`config.mk`:
```
export PLATFORM = sky130hd
export DESIGN_NAME = main_vc_dispatch_flat
export DESIGN_NICKNAME = d
export VERILOG_FILES = /design/src/rtl/main_vc_dispatch_if.sv /design/src/rtl/main_vc_dispatch.sv /design/src/flat_wrapper.sv
export SDC_FILE = /design/constraint.sdc
export NUM_CORES = 1
export LEC_CHECK = 0
export BUFFER_PORTS_ARGS = -buffer_cell sky130_fd_sc_hd__buf_2
export CAP_MARGIN = 20
export CORE_MARGIN = 3
export CORE_UTILIZATION = 38
export CTS_BUF_LIST = sky130_fd_sc_hd__clkbuf_4
export CTS_CLUSTER_SIZE = 20
export DETAILED_ROUTE_END_ITERATION = 16
export PLACE_DENSITY = 0.86
export SLEW_MARGIN = 10
export SYNTH_ARGS = -nofsm -noshare
export SYNTH_HDL_FRONTEND = slang
export SYNTH_SLANG_ARGS = --single-unit
```
`constraint.sdc`:
```
create_clock -name clk -period 1.1 [get_ports clk]
set_clock_uncertainty 0.05 [all_clocks]
set_input_delay 0 -clock clk [delete_from_list [all_inputs] [get_ports clk]]
set_output_delay 0 -clock clk [all_outputs]
set_load 0.05 [all_outputs]
```
`src/rtl/main_vc_dispatch_if.sv`:
```
// Handshake bundle between the main FIFO, the VC dispatcher and the two VC FIFOs.
// master = dispatcher side, slave = FIFO side.
interface main_vc_dispatch_if #(
  parameter int DATA_SIZE = 6
);
  logic                 fifo_empty_main;
  logic [DATA_SIZE-1:0] data_main;
  logic                 vc0_pause;
  logic                 vc1_pause;
  logic                 pop_main;
  logic                 push_vc0;
  logic                 push_vc1;
  logic [DATA_SIZE-1:0] data_vc0;
  logic [DATA_SIZE-1:0] data_vc1;

  modport master (
    input  fifo_empty_main, data_main, vc0_pause, vc1_pause,
    output pop_main, push_vc0, push_vc1, data_vc0, data_vc1
  );

  modport slave (
    output fifo_empty_main, data_main, vc0_pause, vc1_pause,
    input  pop_main, push_vc0, push_vc1, data_vc0, data_vc1
  );
endinterface

```
`src/rtl/main_vc_dispatch.sv`:
```
// Pops words from the main FIFO and routes each to VC0/VC1 by one select bit.
// Optional per-VC word counters are built only when DISPATCH_STATS_EN is defined.
//
// state | meaning
// IDLE  | waiting for a word and both VCs unpaused
// FETCH | pop issued last cycle, capturing data_main into hold_reg
// ROUTE | pushing hold_reg to its VC once that VC is unpaused
module main_vc_dispatch #(
  parameter int DATA_SIZE  = 6,
  parameter int VC_SEL_BIT = 4,
  parameter int CNT_SIZE   = 8
) (
  input  logic                clk,
  input  logic                reset,
  main_vc_dispatch_if.master  bus,
  output logic                busy,
  output logic [CNT_SIZE-1:0] words_vc0,
  output logic [CNT_SIZE-1:0] words_vc1
);

  typedef enum logic [1:0] {
    IDLE  = 2'd0,
    FETCH = 2'd1,
    ROUTE = 2'd2
  } state_t;

  state_t               state;
  state_t               state_nxt;
  logic [DATA_SIZE-1:0] hold_reg;
  logic                 can_pop;
  logic                 dest;
  logic                 dest_pause;
  logic                 pop_c;
  logic                 push0_c;
  logic                 push1_c;

  always_ff @(posedge clk) begin
    if (reset) begin
      state    <= IDLE;
      hold_reg <= '0;
    end else begin
      state <= state_nxt;
      if (state == FETCH) begin
        hold_reg <= bus.data_main;
      end
    end
  end

  // The destination is unknown until data returns, so a pop needs both VCs free.
  assign can_pop    = !bus.fifo_empty_main && !bus.vc0_pause && !bus.vc1_pause;
  assign dest       = hold_reg[VC_SEL_BIT];
  assign dest_pause = dest ? bus.vc1_pause : bus.vc0_pause;

  always_comb begin
    state_nxt = state;
    pop_c     = 1'b0;
    push0_c   = 1'b0;
    push1_c   = 1'b0;
    case (state)
      IDLE: begin
        if (can_pop) begin
          pop_c     = 1'b1;
          state_nxt = FETCH;
        end
      end
      FETCH: begin
        state_nxt = ROUTE;
      end
      ROUTE: begin
        if (!dest_pause) begin
          push0_c = !dest;
          push1_c = dest;
          if (can_pop) begin
            pop_c     = 1'b1;
            state_nxt = FETCH;
          end else begin
            state_nxt = IDLE;
          end
        end
      end
      default: begin
        state_nxt = IDLE;
      end
    endcase
    // Strobes stay quiet for the whole reset cycle, whatever state we are in.
    if (reset) begin
      pop_c   = 1'b0;
      push0_c = 1'b0;
      push1_c = 1'b0;
    end
  end

  assign bus.pop_main = pop_c;
  assign bus.push_vc0 = push0_c;
  assign bus.push_vc1 = push1_c;
  assign bus.data_vc0 = hold_reg;
  assign bus.data_vc1 = hold_reg;
  assign busy         = (state != IDLE) && !reset;

`ifdef DISPATCH_STATS_EN
  logic [CNT_SIZE-1:0] cnt_vc0;
  logic [CNT_SIZE-1:0] cnt_vc1;

  always_ff @(posedge clk) begin
    if (reset) begin
      cnt_vc0 <= '0;
      cnt_vc1 <= '0;
    end else begin
      if (push0_c) begin
        cnt_vc0 <= cnt_vc0 + CNT_SIZE'(1);
      end
      if (push1_c) begin
        cnt_vc1 <= cnt_vc1 + CNT_SIZE'(1);
      end
    end
  end

  assign words_vc0 = cnt_vc0;
  assign words_vc1 = cnt_vc1;
`else
  assign words_vc0 = '0;
  assign words_vc1 = '0;
`endif

endmodule

```
`src/flat_wrapper.sv`:
```
// flat-port wrapper written by rule: the top's interface ports become plain ports
module main_vc_dispatch_flat 
#(
  parameter int DATA_SIZE  = 6,
  parameter int VC_SEL_BIT = 4,
  parameter int CNT_SIZE   = 8
)
  (clk, reset, busy, words_vc0, words_vc1, bus_fifo_empty_main, bus_data_main, bus_vc0_pause, bus_vc1_pause, bus_pop_main, bus_push_vc0, bus_push_vc1, bus_data_vc0, bus_data_vc1);
  main_vc_dispatch_if #(.DATA_SIZE(DATA_SIZE)) bus_i ();
  input  logic clk;
  input  logic reset;
  output logic busy;
  output logic [CNT_SIZE-1:0] words_vc0;
  output logic [CNT_SIZE-1:0] words_vc1;
  input wire logic [$bits(bus_i.fifo_empty_main)-1:0] bus_fifo_empty_main;
  input wire logic [$bits(bus_i.data_main)-1:0] bus_data_main;
  input wire logic [$bits(bus_i.vc0_pause)-1:0] bus_vc0_pause;
  input wire logic [$bits(bus_i.vc1_pause)-1:0] bus_vc1_pause;
  output wire logic [$bits(bus_i.pop_main)-1:0] bus_pop_main;
  output wire logic [$bits(bus_i.push_vc0)-1:0] bus_push_vc0;
  output wire logic [$bits(bus_i.push_vc1)-1:0] bus_push_vc1;
  output wire logic [$bits(bus_i.data_vc0)-1:0] bus_data_vc0;
  output wire logic [$bits(bus_i.data_vc1)-1:0] bus_data_vc1;
  assign bus_i.fifo_empty_main = bus_fifo_empty_main;
  assign bus_i.data_main = bus_data_main;
  assign bus_i.vc0_pause = bus_vc0_pause;
  assign bus_i.vc1_pause = bus_vc1_pause;
  assign bus_pop_main = bus_i.pop_main;
  assign bus_push_vc0 = bus_i.push_vc0;
  assign bus_push_vc1 = bus_i.push_vc1;
  assign bus_data_vc0 = bus_i.data_vc0;
  assign bus_data_vc1 = bus_i.data_vc1;
  main_vc_dispatch #(.DATA_SIZE(DATA_SIZE), .VC_SEL_BIT(VC_SEL_BIT), .CNT_SIZE(CNT_SIZE)) u_core (.clk(clk), .reset(reset), .bus(bus_i), .busy(busy), .words_vc0(words_vc0), .words_vc1(words_vc1));
endmodule
```
# [After elaboration in Yosys (flattened, before gate mapping)]
# Index checks and enable logic that the tools add are counted.
[classes] reduce_logical=11 eq_ne=4 mux=15
[op_table] cell="$mux W1" n=11
[op_table] cell="$pmux W2 S3" n=1
[op_table] cell="$logic_not A1 Y1" n=5
[op_table] cell="$mux W2" n=2
[op_table] cell="$logic_and A1 B1 Y1" n=3
[op_table] cell="$eq A2 B1 Y1 const B" n=1
[op_table] cell="$eq A2 B2 Y1 const B" n=1
[op_table] cell="$logic_not A2 Y1" n=1
[op_table] cell="$ne A2 B1 Y1 const B" n=1
[op_table] cell="$ne A2 B2 Y1 const B" n=1
[op_table] cell="$pmux W1 S2" n=1
[op_table] cell="$reduce_and A2 Y1" n=1
[op_table] cell="$reduce_bool A2 Y1" n=1
[word_totals] word_cells=32 output_inout_bits=32 ff_bits=8

# [Depth between registers and ports, before layout]
# Gate-level depths: netlist (run 1).
[depth] word_depth=7 ltp_mapped=4 ltp_nobuf=3

# [Worst setup path before layout (run 1)]
# OpenSTA, ideal clock, no wires.
[synth_path] kind="register to output" from="register u_core.state[0]" to="output port bus_pop_main" path_stages_with_launch=3 arrival_ns=2.048 setup_slack_ns=-0.998 path_buffers=0 t_required_ns=1.050 cell_sequence="dfxtp_1 -> nor2_2 -> nor4b_1"
[synth_between] elab_chain_cells=3 elab_cells_between_ends=4
[synth_lines] element="start: declaration" line="main_vc_dispatch.sv:27" rtl="state_t state;"
[synth_lines] element="start signal: assignment" line="main_vc_dispatch.sv:42" rtl="state <= state_nxt;"
[synth_lines] element="$eq A2 B2 Y1 / $logic_not A2 Y1 (equally long branches)" line="main_vc_dispatch.sv:59" rtl="case (state)"
[synth_lines] element="$pmux W1 S2 (*)" line="main_vc_dispatch.sv:59"
[synth_lines] element="$mux W1 (*)" line="main_vc_dispatch.sv:86" rtl="if (reset) begin"
[synth_lines] element="end: declaration" line="flat_wrapper.sv:19" rtl="output wire logic [$bits(bus_i.pop_main)-1:0] bus_pop_main;"
# Every way passes the cells marked *; elsewhere a longest branch is shown, timed or not.

# [Worst setup path in the final report (run 1)]
[layout_path] from="register u_core.state[0]" to="output port bus_push_vc1"
[layout_between] elab_chain_cells=3
[layout_lines] element="$eq A2 B2 Y1" line="main_vc_dispatch.sv:59"
[layout_lines] element="$mux W1" line="main_vc_dispatch.sv:59"
[layout_lines] element="$mux W1" line="main_vc_dispatch.sv:86"
[layout_lines] element="end: declaration" line="flat_wrapper.sv:21" rtl="output wire logic [$bits(bus_i.push_vc1)-1:0] bus_push_vc1;"
# Every way passes these cells.

==> run metrics, run 1 <==
starting density of the core 0.431; status finished with violations; clock input transition at the sequential cells of the worst setup and hold paths 0.05 ns; share of synthesized cell area in full adder, half adder and majority cells 0; total routing resource utilization after global routing 0.135; total area of multi-input combinational cells 270 µm²; vias in the first global route 417; Ys Warns 0; worst hold slack after final layout -0.000693 ns; number of filler instances in the final layout 104; highest achievable clock rate 842 MHz; first-pass GRT wire length 1860 µm; share of the yosys chip area belonging to registers 0.318; pin count of the biggest net entering global routing 10; crit path launch type register; routed wire length 1130 µm; PD cells 1110 nW/µm²; maximum buffer depth of the clock tree 2; DRC violations left 0; Final Non-Filler Cells 103; required time of the worst setup path 1.05 ns; total power 0.837 mW; total global routing overflow 0; failing checks negative hold slack, negative setup slack; unrepaired setup endpoints after global routing true; min-delay worst type input pin to register; vias after detailed routing 431; count of clock tree sinks 8; fin worst setup slack -0.0876 ns; pre-CTS worst setup slack 0.0197 ns; number of unique standard cell types used by synthesis 13; ratio of cells with drive above 1 in the final layout 0.472; peak fanout along the critical path 3; Compound-Gate Fraction of Synth Area 0.0124; Mapped Area 504 µm²; number of antenna violations at the first check in global routing 0; Mapped Avg Cell Area 9.00 µm²; count of inserted antenna diode cells 0; DRT iter0 DRCs 12; port bufs 26; Placed Cells incl. Taps 89; cell chosen for the clock root sky130_fd_sc_hd__clkbuf_4; leakage dissipation 0.429 nW; leading cell types in the layout, fill and taps excluded 22 x sky130_fd_sc_hd__buf_2, 16 x sky130_fd_sc_hd__conb_1, 9 x sky130_fd_sc_hd__dlygate4sd3_1, 8 x sky130_fd_sc_hd__nor2_1, 7 x sky130_fd_sc_hd__mux2i_1; FF+latch count, synth 8; TritonCTS clock tree done; period utilisation layout 1.08; detailed-route vias per instance 4.18; number of pins with negative max-slew slack in the final report 0; number of nets with antenna violations after routing 0; synthesis-to-layout area growth 49.9%; main combinational cell family by area after synthesis buffers and inverters; gate count of the mapped netlist 56; detailed-routing iteration count for the pre-antenna-repair pass 3; nature of the critical path endpoint output pin; TritonCTS buffer count 3; share of cell area taken by muxes after synthesis 0.139; Worst Path Arrival 1.14 ns; xor and xnor fraction of the mapped netlist area 0; maxcap violations 0; total setup violations reported at the end of the flow 4; DPL Wire Length 808 µm; Avg WL per Cell 10.9 µm; Die Span X 42.4 µm; die area 1800 µm²; sequential cell area 166 µm²; maximum vdd drop 541 µV; clock latency of the later-clocked register in the worst-skew pair 0.25 ns; number of nets in the finished design 101; WS Path Type register to output pin; final core utilization 0.645; die span in y 42.4 µm; number of rows created at floorplan 12; number of hold violations in the final report 3; number of H-tree levels 1; final critical path time including I/O delays and setup 1.19 ns; most common library cell in the layout ignoring fill and taps sky130_fd_sc_hd__buf_2; last weighted congestion value of the routability-driven placer 0.604; Post-Synth Simple-Gate Area 0.151; count of boundary I/O pins 43; area inside the core boundary 1170 µm²
flip-flops by register name, indices dropped and copies added (netlist names):
signal               flops
u_core.state             2
u_core.bus.data_vc0      6
cells in the mapped netlist:
| cell | number | area share |
|---|---|---|
| sky130_fd_sc_hd__buf_6 | 2 | 0.045 |
| sky130_fd_sc_hd__conb_1 | 1 | 0.0074 |
| sky130_fd_sc_hd__dfxtp_1 | 8 | 0.32 |
| sky130_fd_sc_hd__nor4b_1 | 2 | 0.035 |
| sky130_fd_sc_hd__buf_4 | 22 | 0.33 |
| sky130_fd_sc_hd__nand2b_1 | 1 | 0.012 |
| sky130_fd_sc_hd__o22ai_1 | 1 | 0.012 |
| sky130_fd_sc_hd__nor2_2 | 1 | 0.012 |
| sky130_fd_sc_hd__mux2i_1 | 7 | 0.14 |
| sky130_fd_sc_hd__nor2_1 | 8 | 0.060 |
| sky130_fd_sc_hd__nand2_1 | 1 | 0.0074 |
| sky130_fd_sc_hd__nor3b_1 | 1 | 0.015 |
| sky130_fd_sc_hd__nor3_1 | 1 | 0.0099 |
per-layer routing:
metal	global-route usage	share of wire	wire, µm	up-vias
met5	0	0	0	-
met4	0.0745	0.013	15	0
met3	0.0300	0.074	83	3
met2	0.255	0.55	619	22
met1	0.133	0.36	406	196
li1	-	-	-	210
kinds of logic (layout without fill, tap and decap cells):
kind of cell           count (synthesis)  after routing
AO/OA/AOI/OAI                          1              1
buffers and inverters                 24             42
flip-flops                             8              8
multiplexers                           7              7
other                                  1             16
AND/OR/NAND/NOR                       15             15
area by class of cell:
| class | count | area share |
|---|---|---|
| multi-input cells | 39 | 0.358 |
| flip-flops and latches | 8 | 0.220 |
| clock buffers | 4 | 0.0397 |
| well taps | 14 | 0.0232 |
| repair buffers | 38 | 0.359 |
per-stage QoR:
| stage | cell area, µm² | setup TNS (ns) | hold WS [ns] |
|---|---|---|---|
| final | 756 | -0.221 | -0.000693 |
| after global routing | 756 | -0.550 | 0.00159 |
| after CTS | 747 | -0.347 | 0.00260 |
| after detailed placement | 579 | 0 | 0.174 |
| after global placement | 579 | 0 | 0.172 |
| after floorplan | 604 | 0 | 0.0128 |
worst max-delay path, stage by stage, from the launching register on:
cell and delay (ns):
sky130_fd_sc_hd__dfxtp_2 0.33, sky130_fd_sc_hd__nor2_4 0.12, sky130_fd_sc_hd__nand2_4 0.08, sky130_fd_sc_hd__nor3b_4 0.17, sky130_fd_sc_hd__buf_6 0.18
power breakdown:
group          internal [mW]  switching, mW  leakage [nW]
Combinational         0.0650          0.202         0.345
Sequential             0.295        0.00650        0.0665
Clock                  0.164          0.105        0.0184
worst paths after layout:
kind                                             start                     end  slack (ns)  cells past startpoint
worst max-delay path                   u_core.state[0]            bus_push_vc1       -0.09                      4
worst min-delay path                             reset  u_core.bus.data_vc0[4]     -0.0007                      2
worst max register to register         u_core.state[0]  u_core.bus.data_vc0[0]        0.03                      5
worst min register to register  u_core.bus.data_vc0[1]  u_core.bus.data_vc0[1]        0.46                      2
timing repair:
action,CTS,global route
buffers inserted,1,0
hold buffers,9,0
endpoints found under the hold margin,7,0
gates resized for setup,12,2
pin swaps,3,2
setup endpoints to repair,3,10
Power figures use the tool's default switching activity.
==> run 2, diff against run 1 <==
Settings changed: REMOVE_ABC_BUFFERS set to 1, TNS_END_PERCENT set to 50.
Clock period 1.1 ns to 1.2 ns, I/O delays scaled along.
==> run metrics, run 2 (synthesis gave the netlist of run 1 again) <==
required time of the worst setup path 1.15 ns; period utilisation layout 0.983; number of antenna violations at the first check in global routing 0; number of nets in the finished design 100; most common library cell in the layout ignoring fill and taps sky130_fd_sc_hd__buf_2; final design instance area without fill 688 µm²; starting density of the core 0.431; DPL Wire Length 764 µm; min-delay worst type input pin to register; area inside the core boundary 1170 µm²; vias in the first global route 366; total global routing overflow 0; detailed-route vias per instance 4.02; maxcap violations 0; nature of the critical path endpoint output pin; number of pins with negative max-slew slack in the final report 0; critical path's top delay family simple AND/OR/NAND/NOR gates; number of H-tree levels 1; leakage dissipation 0.392 nW; leading cell types in the layout, fill and taps excluded 23 x sky130_fd_sc_hd__buf_2, 16 x sky130_fd_sc_hd__conb_1, 9 x sky130_fd_sc_hd__dlygate4sd3_1, 8 x sky130_fd_sc_hd__nor2_1; total setup violations reported at the end of the flow 0; crit path launch type register; Worst path max stage delay 0.33 ns; Placed Cells incl. Taps 89; number of rows created at floorplan 12; synthesis-to-layout area growth 36.5%; number of filler instances in the final layout 108; WS Path Type register to output pin; cells traversed along the worst timing path nor2_4 -> nand2_2 -> nor3b_2 -> buf_6; final core utilization 0.588; die area 1800 µm²; first-pass GRT wire length 1630 µm; count of inserted antenna diode cells 0; status complete, no violations; last weighted congestion value of the routability-driven placer 0.691; slowest cell on the critical path sky130_fd_sc_hd__dfxtp_2; number of nets with antenna violations after routing 0; DRT iter0 DRCs 3; final critical path time including I/O delays and setup 1.18 ns; peak fanout along the critical path 3; routed wire length 1020 µm; TritonCTS clock tree done; CTS hold repair buffers 9; maximum vdd drop 760 µV; cell chosen for the clock root sky130_fd_sc_hd__clkbuf_4; unrepaired setup endpoints after global routing true; count of boundary I/O pins 43; PD cells 1040 nW/µm²; DRC violations left 0; maximum buffer depth of the clock tree 2; port bufs 26; Worst Path Arrival 1.13 ns; clock latency of the later-clocked register in the worst-skew pair 0.25 ns; vias after detailed routing 406; number of hold violations in the final report 0; TritonCTS buffer count 3; Final Non-Filler Cells 101; count of clock tree sinks 8; buffer and inverter count on the worst path 1; Avg WL per Cell 10.1 µm; Die Span X 42.4 µm; die span in y 42.4 µm; detailed-routing iteration count for the pre-antenna-repair pass 2; pin count of the biggest net entering global routing 10; number of buffers added for setup after CTS 0; clock input transition at the sequential cells of the worst setup and hold paths 0.05 ns; highest achievable clock rate 848 MHz; number of flip-flops in the largest register 6; total routing resource utilization after global routing 0.118; placed cell areas 536 µm²; ratio of cells with drive above 1 in the final layout 0.425
## run 2: repair_timing
| action | CTS | global route |
|---|---|---|
| endpoints found under the hold margin | 7 | 1 |
| setup endpoints to repair | 3 | 3 |
| pin swaps | 3 | 1 |
| gates resized for setup | 9 | 2 |
## run 2: through the flow
stage	hold WS (ns)	TNS, ns	setup slack [ns]	power [mW]
3_3_place_gp	0.136	0	0.191	0.482
4_1_cts	0.00391	0	0.00874	0.719
2_1_floorplan	0.0224	-3.73	-1.09	0.446
5_1_grt	-0.00281	-0.0768	-0.0395	0.758
6_report	0.00439	0	0.0203	0.714
3_5_place_dp	0.144	0	0.151	0.485
## run 2: area by class of cell
cell class / instances / area, µm² / area share
Sequential cell: 8 / 161 / 0.235
Clock buffer: 3 / 22.5 / 0.0327
Tap cell: 14 / 17.5 / 0.0255
Timing Repair Buffer: 37 / 250 / 0.364
Multi-Input combinational cell: 39 / 236 / 0.344
## run 2: worst register-to-register path, stage by stage (launching register included)
cell and delay [ns]:
sky130_fd_sc_hd__dfxtp_1 0.36, sky130_fd_sc_hd__nand2b_1 0.14, sky130_fd_sc_hd__buf_4 0.15, sky130_fd_sc_hd__mux2i_1 0.18, sky130_fd_sc_hd__nor2_1 0.05
## run 2: worst paths after layout
check | endpoint | depth (start not counted) | startpoint | slack [ns]
worst max register to register | u_core.bus.data_vc0[3] | 4 | u_core.state[1] | 0.16
worst max-delay path | bus_push_vc1 | 4 | u_core.state[0] | 0.02
worst min-delay path | u_core.bus.data_vc0[1] | 2 | reset | 0.004
worst min register to register | u_core.bus.data_vc0[1] | 2 | u_core.bus.data_vc0[1] | 0.46
## run 2: metal layers
layer  GRT usage  wire (µm)  vias up
met5           0          0        -
met4      0.0186          0        0
met3      0.0644        137        0
met2       0.207        535       29
met1       0.124        344      172
li1            -          -      205
## run 2: power breakdown
group	internal, mW	switching, mW	total (mW)
clock network	0.114	0.0913	0.206
registers	0.272	0.00526	0.277
logic	0.0533	0.178	0.231
